File: src/rtl/instr_fetch_pkg.sv
// Shared definitions for the RV32E instruction fetch stage: state encoding and instruction constants.
package instr_fetch_pkg;

  localparam int unsigned XLEN = 32;

  typedef enum logic [1:0] {
    ST_RUN    = 2'd0,
    ST_FAULT  = 2'd1,
    ST_HALTED = 2'd2
  } fetch_state_e;

  // addi x0,x0,0 and the jal x0,0 self-loop used as a halt idiom
  localparam logic [XLEN-1:0] INSTR_NOP = 32'h0000_0013;
  localparam logic [XLEN-1:0] HALT_WORD = 32'h0000_006F;

endpackage

File: src/rtl/instr_fetch_pc.sv
// Program counter for the fetch stage: next-PC selection (hold / +4 / redirect)
// plus combinational alignment and ROM range checks.
module instr_fetch_pc
  import instr_fetch_pkg::*;
#(
  parameter logic [31:0] RESET_PC  = 32'd0,
  parameter int unsigned ROM_WORDS = 100
) (
  input  logic             clk,
  input  logic             rst,
  input  logic             advance,
  input  logic             load,
  input  logic [XLEN-1:0]  target,
  output logic [XLEN-1:0]  pc,
  output logic             misaligned_c,
  output logic             out_of_range_c
);

  // Redirect outranks sequential advance; wraps modulo 2^32
  always_ff @(posedge clk or posedge rst) begin
    if (rst) begin
      pc <= RESET_PC;
    end else if (load) begin
      pc <= target;
    end else if (advance) begin
      pc <= pc + XLEN'(4);
    end
  end

  assign misaligned_c   = target[1:0] != 2'b00;
  assign out_of_range_c = (pc >> 2) >= XLEN'(ROM_WORDS);

endmodule

File: src/rtl/instr_fetch.sv
// RV32E instruction fetch stage: drives the ROM address, captures instructions into a
// valid/ready output register, handles redirects and faults. Optional: INSTR_FETCH_HALT_DETECT_EN.
module instr_fetch
  import instr_fetch_pkg::*;
#(
  parameter logic [31:0] RESET_PC  = 32'd0,
  parameter int unsigned ROM_WORDS = 100
) (
  input  logic        clk,
  input  logic        rst,
  output logic [31:0] rom_addr,
  input  logic [31:0] rom_data,
  input  logic        redirect_valid,
  input  logic [31:0] redirect_target,
  output logic        out_valid,
  input  logic        out_ready,
  output logic [31:0] out_instr,
  output logic [31:0] out_pc,
  output logic        fetch_fault
`ifdef INSTR_FETCH_HALT_DETECT_EN
  ,
  output logic        halted
`endif
);

  fetch_state_e state;

  logic is_run_c;
  logic redir_c;
  logic want_c;
  logic cap_c;
  logic load_c;
  logic advance_c;
  logic misaligned_c;
  logic out_of_range_c;
  logic halt_hit_c;

  instr_fetch_pc #(
    .RESET_PC  (RESET_PC),
    .ROM_WORDS (ROM_WORDS)
  ) u_pc (
    .clk            (clk),
    .rst            (rst),
    .advance        (advance_c),
    .load           (load_c),
    .target         (redirect_target),
    .pc             (rom_addr),
    .misaligned_c   (misaligned_c),
    .out_of_range_c (out_of_range_c)
  );

  assign is_run_c  = state == ST_RUN;
  assign redir_c   = is_run_c && redirect_valid;
  assign want_c    = is_run_c && (!out_valid || out_ready) && !redirect_valid;
  assign cap_c     = want_c && !out_of_range_c;
  assign load_c    = redir_c && !misaligned_c;
  // A captured halt word freezes the PC at the halt address
  assign advance_c = cap_c && !halt_hit_c;

`ifdef INSTR_FETCH_HALT_DETECT_EN
  assign halt_hit_c = rom_data == HALT_WORD;
`else
  assign halt_hit_c = 1'b0;
`endif

  // Output register, handshake and state machine; redirect has top priority
  always_ff @(posedge clk or posedge rst) begin
    if (rst) begin
      state       <= ST_RUN;
      out_valid   <= 1'b0;
      out_instr   <= INSTR_NOP;
      out_pc      <= '0;
      fetch_fault <= 1'b0;
`ifdef INSTR_FETCH_HALT_DETECT_EN
      halted      <= 1'b0;
`endif
    end else begin
      if (redir_c) begin
        out_valid <= 1'b0;
        if (misaligned_c) begin
          state       <= ST_FAULT;
          fetch_fault <= 1'b1;
        end
      end else if (want_c && out_of_range_c) begin
        state       <= ST_FAULT;
        fetch_fault <= 1'b1;
        out_valid   <= 1'b0;
      end else if (cap_c) begin
        out_instr <= rom_data;
        out_pc    <= rom_addr;
        out_valid <= 1'b1;
`ifdef INSTR_FETCH_HALT_DETECT_EN
        if (halt_hit_c) begin
          state  <= ST_HALTED;
          halted <= 1'b1;
        end
`endif
      end else if (out_valid && out_ready) begin
        out_valid <= 1'b0;
      end
    end
  end

endmodule

File: config.mk
export PLATFORM = sky130hd
export DESIGN_NAME = instr_fetch
export DESIGN_NICKNAME = d
export VERILOG_FILES = /design/src/rtl/instr_fetch_pkg.sv /design/src/rtl/instr_fetch_pc.sv /design/src/rtl/instr_fetch.sv
export SDC_FILE = /design/constraint.sdc
export NUM_CORES = 1
export LEC_CHECK = 0
export BUFFER_PORTS_ARGS = -buffer_cell sky130_fd_sc_hd__buf_2
export CAP_MARGIN = 0
export CORE_MARGIN = 2
export CORE_UTILIZATION = 50
export CTS_CLUSTER_DIAMETER = 150
export DETAILED_ROUTE_END_ITERATION = 7
export PLACE_DENSITY = 0.84
export SYNTH_ARGS = -nofsm -noshare
export SYNTH_HDL_FRONTEND = slang
export SYNTH_SLANG_ARGS = --single-unit
File: constraint.sdc
create_clock -name clk -period 3.9 [get_ports clk]
set_input_delay 0.195 -clock clk [delete_from_list [all_inputs] [get_ports clk]]
set_output_delay 0.195 -clock clk [all_outputs]
set_load 0.01 [all_outputs]
==> flow_summary_export.csv, run 1 <==
group,metric,value,unit
outcome,status,"finished, violations left",
outcome,violations,"hold timing",
yosys,synthCells,306,
timing,fmax,394,MHz
place,gp_congestion,0.755,
yosys,synth_edf_count,0,
timing,holdWs,-0.00372,ns
yosys,yosys.area_share.simple,0.162,
yosys,seq_area_frac_synth,0.652,
setup_path,reg2reg_setup_slack,1.36,ns
setup_path,cp-end-kind,"flop",
setup_path,worstPathRequired,4.14,ns
clocking,htreeDepth,3,
yosys,async_reset_ff_frac,1.00,
layout,drive_gt1_frac,0.488,
hold_path,hold_path.class,"primary input to asynchronous set/reset pin",
clocking,root_buffer,"clkbuf_8",
yosys,synth_area,3770,um2
routing,dr_total_vias,2777,
yosys,synth_compound_area_frac,0.0203,
yosys,synthFlopType,"dfrtp_1",
routing,routedWlPerCell,14.3,um
clocking,hold_buffers,0,
clocking,cts_tree,"done",
place,dpl-instance-area,4680,um2
setup_path,r2r-start,"u_pc.pc[13]",
die,rows,31,
yosys,synth_cell_types,30,
yosys,ys_ff_latch,98,
grt,grt_pass1_vias,2691,
power_and_ir_drop,leakage,0.00277,uW
die,io_pins,166,
yosys,synth_area_per_cell,12.3,um2
layout,finalInstanceArea,4890,um2
setup_path,timing.rr.end,"out_instr[24]",
layout,num_antenna_cells,0,
clocking,cts_resized,0,
routing,finalWirelength,8240,um
die,die_w,90.8,um
grt,grt_max_degree,68,
clocking,cts_sinks,98,
layout,finalNonFillerCells,576,
clocking,clockBufferDepth,2,
layout,finish.net_count,542,
grt,gr-usage-all-layers,0.204,
grt,grt_remaining_overflow,0,
die,core,7290,um2
layout,utilization,0.671,
place,hpwlAfterDp,5970,um
job,drv_cap,0,
setup_path,arrival,2.78,ns
clocking,cts_made_buffers,9,
timing,final_hold_viol_count,10,
power_and_ir_drop,irDropWorstVdd,232,uV
timing,finalSetupViolCount,0,
timing,skew,0.0116,ns
setup_path,critPathLaunchType,"flop",
power_and_ir_drop,powerDensity,411,nW/um2
grt,antenna_found_initial,0,
layout,area.growth.synth_to_final,29.9,%
clocking,clk_pin_slew,0.10,ns
yosys,synth_xor_area_frac,0.0116,
clocking,post_cts.repair.setup_buffers,0,
die,fp.dieArea,8240,um2
timing,finalMaxSlewViolations,0,
place,io_buffers,165,
layout,num-fill-cells,590,
routing,dr.pass1.iters,4,
yosys,synthMuxAreaShare,0.125,
die,die_h,90.8,um
yosys,synthAdderAreaFrac,0.00664,
timing,post-route-period-util,0.651,
die,start_util,0.516,
routing,vias_per_cell,4.82,
yosys,yosysWarningCount,0,
yosys,synth_nets,376,
place,dp.cells,560,
timing,tns,0,ns
setup_path,critPathKind,"flop to flop",
routing,drc_errors,0,
routing,ant_nets,0,
setup_path,r2r.worst_path.cells,5,
grt,grt_pass1_wl,13300,um
timing,worstMarginPinSlew,0.951,ns
yosys,synth_top_family_by_area,"simple AND/OR/NAND/NOR gates",
timing,finalCriticalPeriod,2.54,ns
timing,rsz0062_at_grt,"false",
routing,drt_iter0_markers,75,
clocking,insertion_delay,0.35,ns
setup_path,critPathMaxFanout,66,
timing,maxSlewHeadroom,0.366,
[per-layer routing]
metal / routed length, um / share of wire / vias to the layer above / global-route usage
met5: 0 / 0 / - / 0
met4: 108 / 0.013 / 0 / 0.0745
met3: 603 / 0.073 / 10 / 0.0451
met2: 3800 / 0.46 / 121 / 0.310
met1: 3720 / 0.45 / 1304 / 0.290
li1: - / - / 1342 / -
[cell usage after synthesis (2+ instances only)]
library cell   n  area (um2)
ha_1           2        25.0
nand3_1        3        15.0
o21ai_0        6        30.0
nor3_1         4        20.0
dfrtp_1       95        2380
nor2b_1       23         144
nor2_1         5        18.8
a21oi_1        2        10.0
clkbuf_1       6        22.5
nand2_1       76         285
inv_1          4        15.0
and2_1         3        18.8
nand2b_1       2        12.5
dfstp_2        3        78.8
buf_4          2        15.0
xnor2_1        5        43.8
nand4_1        2        12.5
buf_2          4        20.0
nor4_1         8        50.1
mux2_2        41         462
[worst max-delay path: stages, from the launching register on]
cell and delay, ns:
dfrtp_1 0.40, nor4_1 0.45, nand3_2 0.27, nor3_4 0.21
buf_4 0.63, mux2_2 0.42
[state kept, by name, indices dropped and copies added, names as in the netlist]
name / flops
out_valid: 1
out_pc: 32
state: 1
u_pc.pc: 32
out_instr: 32
[stage by stage]
step	setup WS, ns	power [uW]
floorplan	1.15	1240
global placement	1.42	1340
detailed placement	1.36	1350
CTS	1.33	2030
global route	1.16	2100
finish	1.36	2010
[placed cells by master (no fill, tap or decap), types with 3 or more instances in the layout]
| master | instances |
|---|---|
| and2_1 | 3 |
| buf_2 | 165 |
| buf_4 | 3 |
| clkbuf_8 | 10 |
| dfrtp_1 | 95 |
| dfstp_2 | 3 |
| inv_1 | 3 |
| mux2_2 | 41 |
| nand2_1 | 76 |
| nand3_1 | 3 |
| nor2_1 | 5 |
| nor2b_1 | 23 |
| nor3_1 | 3 |
| nor4_1 | 8 |
| o21ai_0 | 6 |
| xnor2_1 | 5 |
[logic make-up after synthesis]
logic type      after synthesis
mux                          42
fa+ha+maj                     2
buf+inv                      17
simple gates                130
flops                        98
xor+xnor                      5
compound gates               12
[how the worst max path moves through the flow]
stage               cells past startpoint  slack [ns]       endpoint         from
finish                                  5        1.36  out_instr[24]  u_pc.pc[13]
global route                            6        1.16     u_pc.pc[3]   u_pc.pc[9]
CTS                                     5        1.33  out_instr[24]  u_pc.pc[13]
detailed placement                      5        1.36  out_instr[24]  u_pc.pc[13]
global placement                        5        1.42  out_instr[12]  u_pc.pc[13]
floorplan                               1        1.15  out_instr[10]          rst
[area by class of cell]
class / count / area, um2 / area share
Tap cell: 99 / 124 / 0.0253
Inverter: 4 / 17.5 / 0.00358
Clock buffer: 10 / 138 / 0.0281
Clock inverter: 6 / 71.3 / 0.0146
Multi-Input combinational cell: 191 / 1240 / 0.253
Timing Repair Buffer: 168 / 848 / 0.173
Sequential cell: 98 / 2460 / 0.502
[report_power, final]
| group | total (uW) | internal (uW) | switching (uW) |
|---|---|---|---|
| registers | 1110 | 1070 | 40.6 |
| clock network | 680 | 322 | 358 |
| logic | 219 | 103 | 116 |
(Power assumes the default switching activity.)
==> run 2, diff against run 1 <==
ABC_AREA = 1   (was default)
CORE_UTILIZATION = 43   (was 50)
PLACE_DENSITY = 0.76   (was 0.84)
clock period = 2.2 ns   (was 3.9 ns; I/O delays follow)
==> run 2 against run 1 <==
  * The run now ends clean
  * Worst setup slack worse by 0.97 ns
  * Hold slack better by 0.019 ns
  * Via count up 24%
  * Total power increased by 55%
  * Cell count is 32% higher
  * Clock skew is 0.00065 ns lower
  * Design area up 14%
  * Clock-buffer cell count unchanged
  * Global-route usage shrank 1.0 points
  * Routed wire length is 17% higher
  * Critical path depth is 1 higher
  * Synthesized cell count increased by 44%
==> flow_summary_export.csv, run 2 <==
group,metric,value,unit
clocking,post_cts.repair.setup_buffers,0,
routing,drt_iter0_markers,129,
yosys,synth_edf_count,0,
grt,grt_pass1_wl,15600,um
yosys,synth_area_per_cell,9.15,um2
clocking,htreeDepth,3,
layout,final_cell_mix,"165 x buf_2, 120 x nand2_1, 95 x dfrtp_1",
timing,finalSetupViolCount,0,
place,gp_congestion,0.789,
setup_path,arrival,2.00,ns
yosys,synthCells,440,
clocking,insertion_delay,0.35,ns
yosys,yosys.area.top_type_share,0.591,
yosys,ys_ff_latch,98,
setup_path,slowest_stage,"buf_4",
die,die_h,101,um
setup_path,critPathMaxFanout,87,
routing,finalWirelength,9650,um
grt,grt_remaining_overflow,0,
grt,grt_pass1_vias,3448,
setup_path,worstPathRequired,2.39,ns
timing,rsz0062_at_grt,"false",
yosys,synth_nets,510,
clocking,clk_pin_slew,0.10,ns
setup_path,cp-end-kind,"flop",
routing,drc_errors,0,
power_and_ir_drop,irDropWorstVdd,259,uV
routing,routedWlPerCell,12.7,um
yosys,synth_most_common_cell,"nand2_1",
die,rows,35,
setup_path,path_cells,"nor2_1 > a21oi_1 > nor2_2 > nand3_4 > buf_4 > o21ai_0",
layout,final_common_cell,"buf_2",
timing,finalCriticalPeriod,1.81,ns
clocking,hold_buffers,44,
routing,wl_met1,4120,um
hold_path,hold_path.class,"primary input to flop",
place,hpwlAfterDp,6300,um
yosys,synth_area_leaders,"dfrtp_1 59%, nand2_1 11%, inv_1 6.6%",
layout,num-fill-cells,802,
clocking,cts_made_buffers,9,
timing,post-route-period-util,0.823,
yosys,yosysWarningCount,0,
routing,vias_per_cell,4.54,
yosys,synth_area,4030,um2
yosys,synthFlopType,"dfrtp_1",
hold_path,min_delay_path_depth,3,
layout,utilization,0.607,
setup_path,critPathKind,"flop to flop",
setup_path,slowest_delay,0.56,ns
clocking,root_buffer,"clkbuf_8",
timing,final_hold_viol_count,0,
setup_path,critPathLaunchType,"flop",
clocking,clockBufferDepth,2,
layout,finish.net_count,716,
timing,tns,0,ns
timing,finalMaxSlewViolations,0,
place,dp.cells,701,
timing,holdWs,0.0150,ns
setup_path,r2r.worst_path.cells,6,
routing,topRoutingLayerUsed,"met4",
layout,area.growth.synth_to_final,38.0,%
place,io_buffers,165,
grt,antenna_found_initial,0,
yosys,synth_common_cells,"120 x nand2_1, 95 x dfrtp_1, 71 x inv_1",
routing,met3_length,806,um
die,core,9150,um2
die,fp.dieArea,10200,um2
timing,maxSlewHeadroom,0.534,
power_and_ir_drop,design_power_total,3110,uW
layout,drive_gt1_frac,0.300,
routing,dr.pass1.iters,4,
job,drv_cap,0,
routing,wl_met2,4500,um
outcome,status,"finished clean",
timing,worstMarginPinSlew,0.699,ns
routing,dr_total_vias,3455,
clocking,cts_tree,"done",
yosys,synth_cell_types,26,
routing,ant_nets,0,
power_and_ir_drop,powerDensity,561,nW/um2
timing,skew,0.0109,ns
yosys,async_reset_ff_frac,1.00,
yosys,yosysTopAreaCell,"dfrtp_1",
timing,fmax,552,MHz
power_and_ir_drop,leakage,0.00322,uW
clocking,cts_resized,0,
grt,grt_max_degree,99,
die,start_util,0.440,
yosys,seq_area_frac_synth,0.610,
die,die_w,101,um
grt,gr-usage-all-layers,0.193,
layout,finalNonFillerCells,761,
layout,num_antenna_cells,0,
die,io_pins,166,
layout,reg.largest.list,"out_instr x32, out_pc x32, u_pc.pc x32",
clocking,cts_sinks,98,
[run 2: cell count changes after synthesis, sizes merged, moves of 8 or more]
| cell | previous run | this run |
|---|---|---|
| nand3 | 4 | 23 |
| o21ai | 7 | 54 |
| and2 | 3 | 24 |
| inv | 4 | 71 |
| nand2 | 76 | 122 |
| nor2 | 5 | 16 |
| nor2b | 23 | 0 |
| mux2 | 41 | 0 |
| nor4 | 8 | 0 |
[run 2: logic make-up (layout without fill, tap and decap cells)]
kind of cell | Yosys count | after routing | share of synthesized area
fa+ha+maj | 2 | 2 | 0.00622
buf+inv | 91 | 301 | 0.0942
simple gates | 186 | 186 | 0.201
mux | 2 | 2 | 0.00497
xor+xnor | 5 | 5 | 0.0109
compound gates | 56 | 56 | 0.0721
flops | 98 | 98 | 0.610
[run 2: critical path: cells and delay by family (launching register included)]
family	cells	cell delay [ns]
DFF	1	0.47
and+or+nand+nor	3	0.25
AOI/OAI and AO/OA	2	0.36
buffers and inverters	1	0.56
[run 2: worst paths after layout]
check	start	endpoint	slack, ns
worst max-delay path	u_pc.pc[6]	out_instr[20]	0.39
worst min-delay path	rom_data[31]	out_instr[31]	0.02
worst max register to register	u_pc.pc[6]	out_instr[20]	0.39
worst min register to register	out_pc[5]	out_pc[5]	0.48
max in group asynchronous	rst	u_pc.pc[15]	1.35
min in group asynchronous	rst	out_pc[26]	0.42
[run 2: per-layer routing]
layer | track usage | up-vias
met1 | 0.235 | 1557
met5 | 0 | -
li1 | - | 1736
met4 | 0.0738 | 0
met3 | 0.0562 | 21
met2 | 0.326 | 141
[run 2: per-stage QoR]
step,setup WS [ns],area [um2]
2_1_floorplan,0.762,4030
3_3_place_gp,0.447,4930
3_5_place_dp,0.374,4930
4_1_cts,0.340,5540
5_1_grt,0.142,5550
6_report,0.389,5550
[run 2: final cells by class]
cell class / count / area (um2) / area share
clock buffer: 10 / 138 / 0.0248
clock inverter: 5 / 38.8 / 0.00698
inverter: 72 / 274 / 0.0493
multi-input combinational: 251 / 1190 / 0.214
sequential: 98 / 2460 / 0.442
tap: 111 / 139 / 0.0250
timing repair buffer: 214 / 1320 / 0.237
[run 2: power by group]
part           internal [uW]  total, uW  leakage, uW  switching [uW]
combinational            126        231      0.00183             105
sequential              1820       1830      0.00130            14.4
clock                    445       1050    0.0000891             608
==> run 3, diff against run 2 <==
ABC_AREA = 0   (was 1)
CORE_UTILIZATION = 42   (was 43)
PLACE_DENSITY = 0.75   (was 0.76)
clock period = 1.5 ns   (was 2.2 ns; I/O delays follow)
==> run 3 against run 2 <==
  * The run now ends with setup timing left
  * Clock skew barely moved
  * Total power increased by 78%
  * Critical path depth is the same
  * Die area decreased by 4.0%
  * Via count shrank 0.69%
  * Cell count fell by 7.2%
  * Hold slack better by 0.063 ns
  * Utilization up 13 points
  * Global-route usage is 1.5 points higher
  * Maximum frequency fell by 12%
  * Non-clock buffer count up 75
  * Critical path type unchanged
  * Highest routed layer unchanged
==> flow_summary_export.csv, run 3 (synthesis gave the netlist of run 1 again) <==
group,metric,value,unit
place,hpwlAfterDp,6480,um
place,gp_congestion,0.793,
setup_path,arrival,2.30,ns
outcome,status,"finished, violations left",
die,core,8720,um2
setup_path,cp-end-kind,"flop",
hold_path,hold_path_end,"state[0]",
place,io_buffers,165,
timing,post-route-period-util,1.37,
routing,dr.pass1.iters,4,
timing,finalCriticalPeriod,2.06,ns
place,dpl-instance-area,5070,um2
routing,vias_per_cell,4.86,
grt,grt_pass1_wl,16300,um
clocking,insertion_delay,0.36,ns
grt,grt_max_degree,35,
power_and_ir_drop,leakage,0.00349,uW
clocking,clk_pin_slew,0.10,ns
die,die_h,98.7,um
clocking,cts_made_buffers,9,
layout,drive_gt1_frac,0.520,
setup_path,critPathLaunchType,"flop",
timing,rsz0062_at_grt,"true",
setup_path,reg2reg_setup_slack,-0.56,ns
layout,final_cell_mix,"165 x buf_2, 92 x dfrtp_1, 72 x nand2_1",
clocking,htreeDepth,3,
setup_path,timing.rr.end,"out_instr[18]",
routing,routedWlPerCell,16.0,um
job,drv_cap,0,
clocking,root_buffer,"clkbuf_8",
routing,finalWirelength,11300,um
hold_path,min_delay_path_depth,4,
layout,num-fill-cells,578,
timing,fmax,485,MHz
timing,setup_slack,-0.562,ns
layout,finalInstanceArea,6390,um2
grt,grt_pass1_vias,3398,
hold_path,hold_path.class,"primary input to flop",
setup_path,worstPathRequired,1.74,ns
timing,skew,0.0110,ns
place,pre_cts_slack,-0.564,ns
die,io_pins,166,
layout,multi_input_area,1450,um2
timing,worstMarginPinSlew,0.566,ns
die,start_util,0.432,
setup_path,critPathKind,"flop to flop",
clocking,cts_sinks,98,
timing,finalSetupViolCount,73,
grt,gr-usage-all-layers,0.208,
routing,drt_iter0_markers,84,
layout,reg.largest.list,"out_instr x32, out_pc x32, u_pc.pc x32",
outcome,violations,"setup timing",
grt,grt_remaining_overflow,0,
grt,antenna_found_initial,0,
routing,ant_nets,0,
die,rows,34,
timing,finalMaxSlewViolations,0,
layout,num_antenna_cells,0,
layout,final_common_cell,"buf_2",
timing,holdWs,0.0783,ns
power_and_ir_drop,powerDensity,869,nW/um2
layout,ff_latch_area,2460,um2
clocking,clockBufferDepth,2,
clocking,cts_tree,"done",
setup_path,r2r.worst_path.cells,6,
setup_path,critPathMaxFanout,14,
hold_path,hold_path.startpoint,"redirect_target[1]",
power_and_ir_drop,irDropWorstVdd,621,uV
routing,dr_total_vias,3431,
timing,final_hold_viol_count,0,
routing,drc_errors,0,
layout,area.growth.synth_to_final,69.6,%
layout,finish.net_count,663,
setup_path,r2r-start,"u_pc.pc[12]",
die,fp.dieArea,9740,um2
die,die_w,98.7,um
timing,maxSlewHeadroom,0.622,
run 3: changes by cell type in the layout (fill, tap and decap cells not counted), sizes merged, moves of 21 or more:
cell	before	now
inv	72	3
buf	169	220
o21ai	54	7
nand2	122	76
mux2	0	41
nor2b	0	23
and2	24	3
run 3: final cells by class:
type | instances | area share
sequential | 98 | 0.385
timing repair buffer | 289 | 0.334
multi-input combinational | 191 | 0.226
tap | 108 | 0.0212
clock buffer | 10 | 0.0200
clock inverter | 6 | 0.0106
inverter | 4 | 0.00294
run 3: layer usage:
layer / track usage / share of wire / vias to the layer above
li1: - / - / 1585
met1: 0.251 / 0.39 / 1683
met2: 0.374 / 0.53 / 134
met3: 0.0362 / 0.047 / 29
met4: 0.0769 / 0.029 / 0
met5: 0 / 0 / -
run 3: per-stage QoR:
step	TNS (ns)	util	power [uW]	std cells
6_report	-34.36	0.733	5550	706
5_1_grt	-41.23	0.733	5780	706
4_1_cts	-29.04	0.690	5480	691
3_5_place_dp	-33.06	0.581	3640	608
3_3_place_gp	-28.59	0.581	3610	608
2_1_floorplan	-20.07	-	3220	306
run 3: worst max path at each step:
stage | start | to | slack (ns) | depth (start not counted)
after floorplan | u_pc.pc[24] | out_instr[2] | -0.42 | 6
after global placement | u_pc.pc[9] | out_instr[18] | -0.49 | 5
after detailed placement | u_pc.pc[9] | out_instr[21] | -0.56 | 5
after CTS | u_pc.pc[9] | out_instr[18] | -0.51 | 5
after global routing | u_pc.pc[9] | out_pc[3] | -0.65 | 6
final | u_pc.pc[12] | out_instr[18] | -0.56 | 6
run 3: what timing repair did:
action	CTS	global route
hold buffers	63	1
endpoints found under the setup margin	98	94
resized for setup	16	42
buffers inserted	3	9
pin swaps	1	23
gates cloned	1	5
endpoints found under the hold margin	82	1
run 3: critical path, stage by stage (launching register included):
cell	delay [ns]
dfrtp_1	0.40
nor4_1	0.30
nand4_1	0.27
nor3_4	0.31
buf_12	0.17
buf_12	0.15
mux2_2	0.35
run 3: where the power goes:
group	internal, uW	total [uW]	switching [uW]
combinational	522	976	455
clock	775	1700	922
sequential	2790	2880	90.3
total	4080	5550	1470
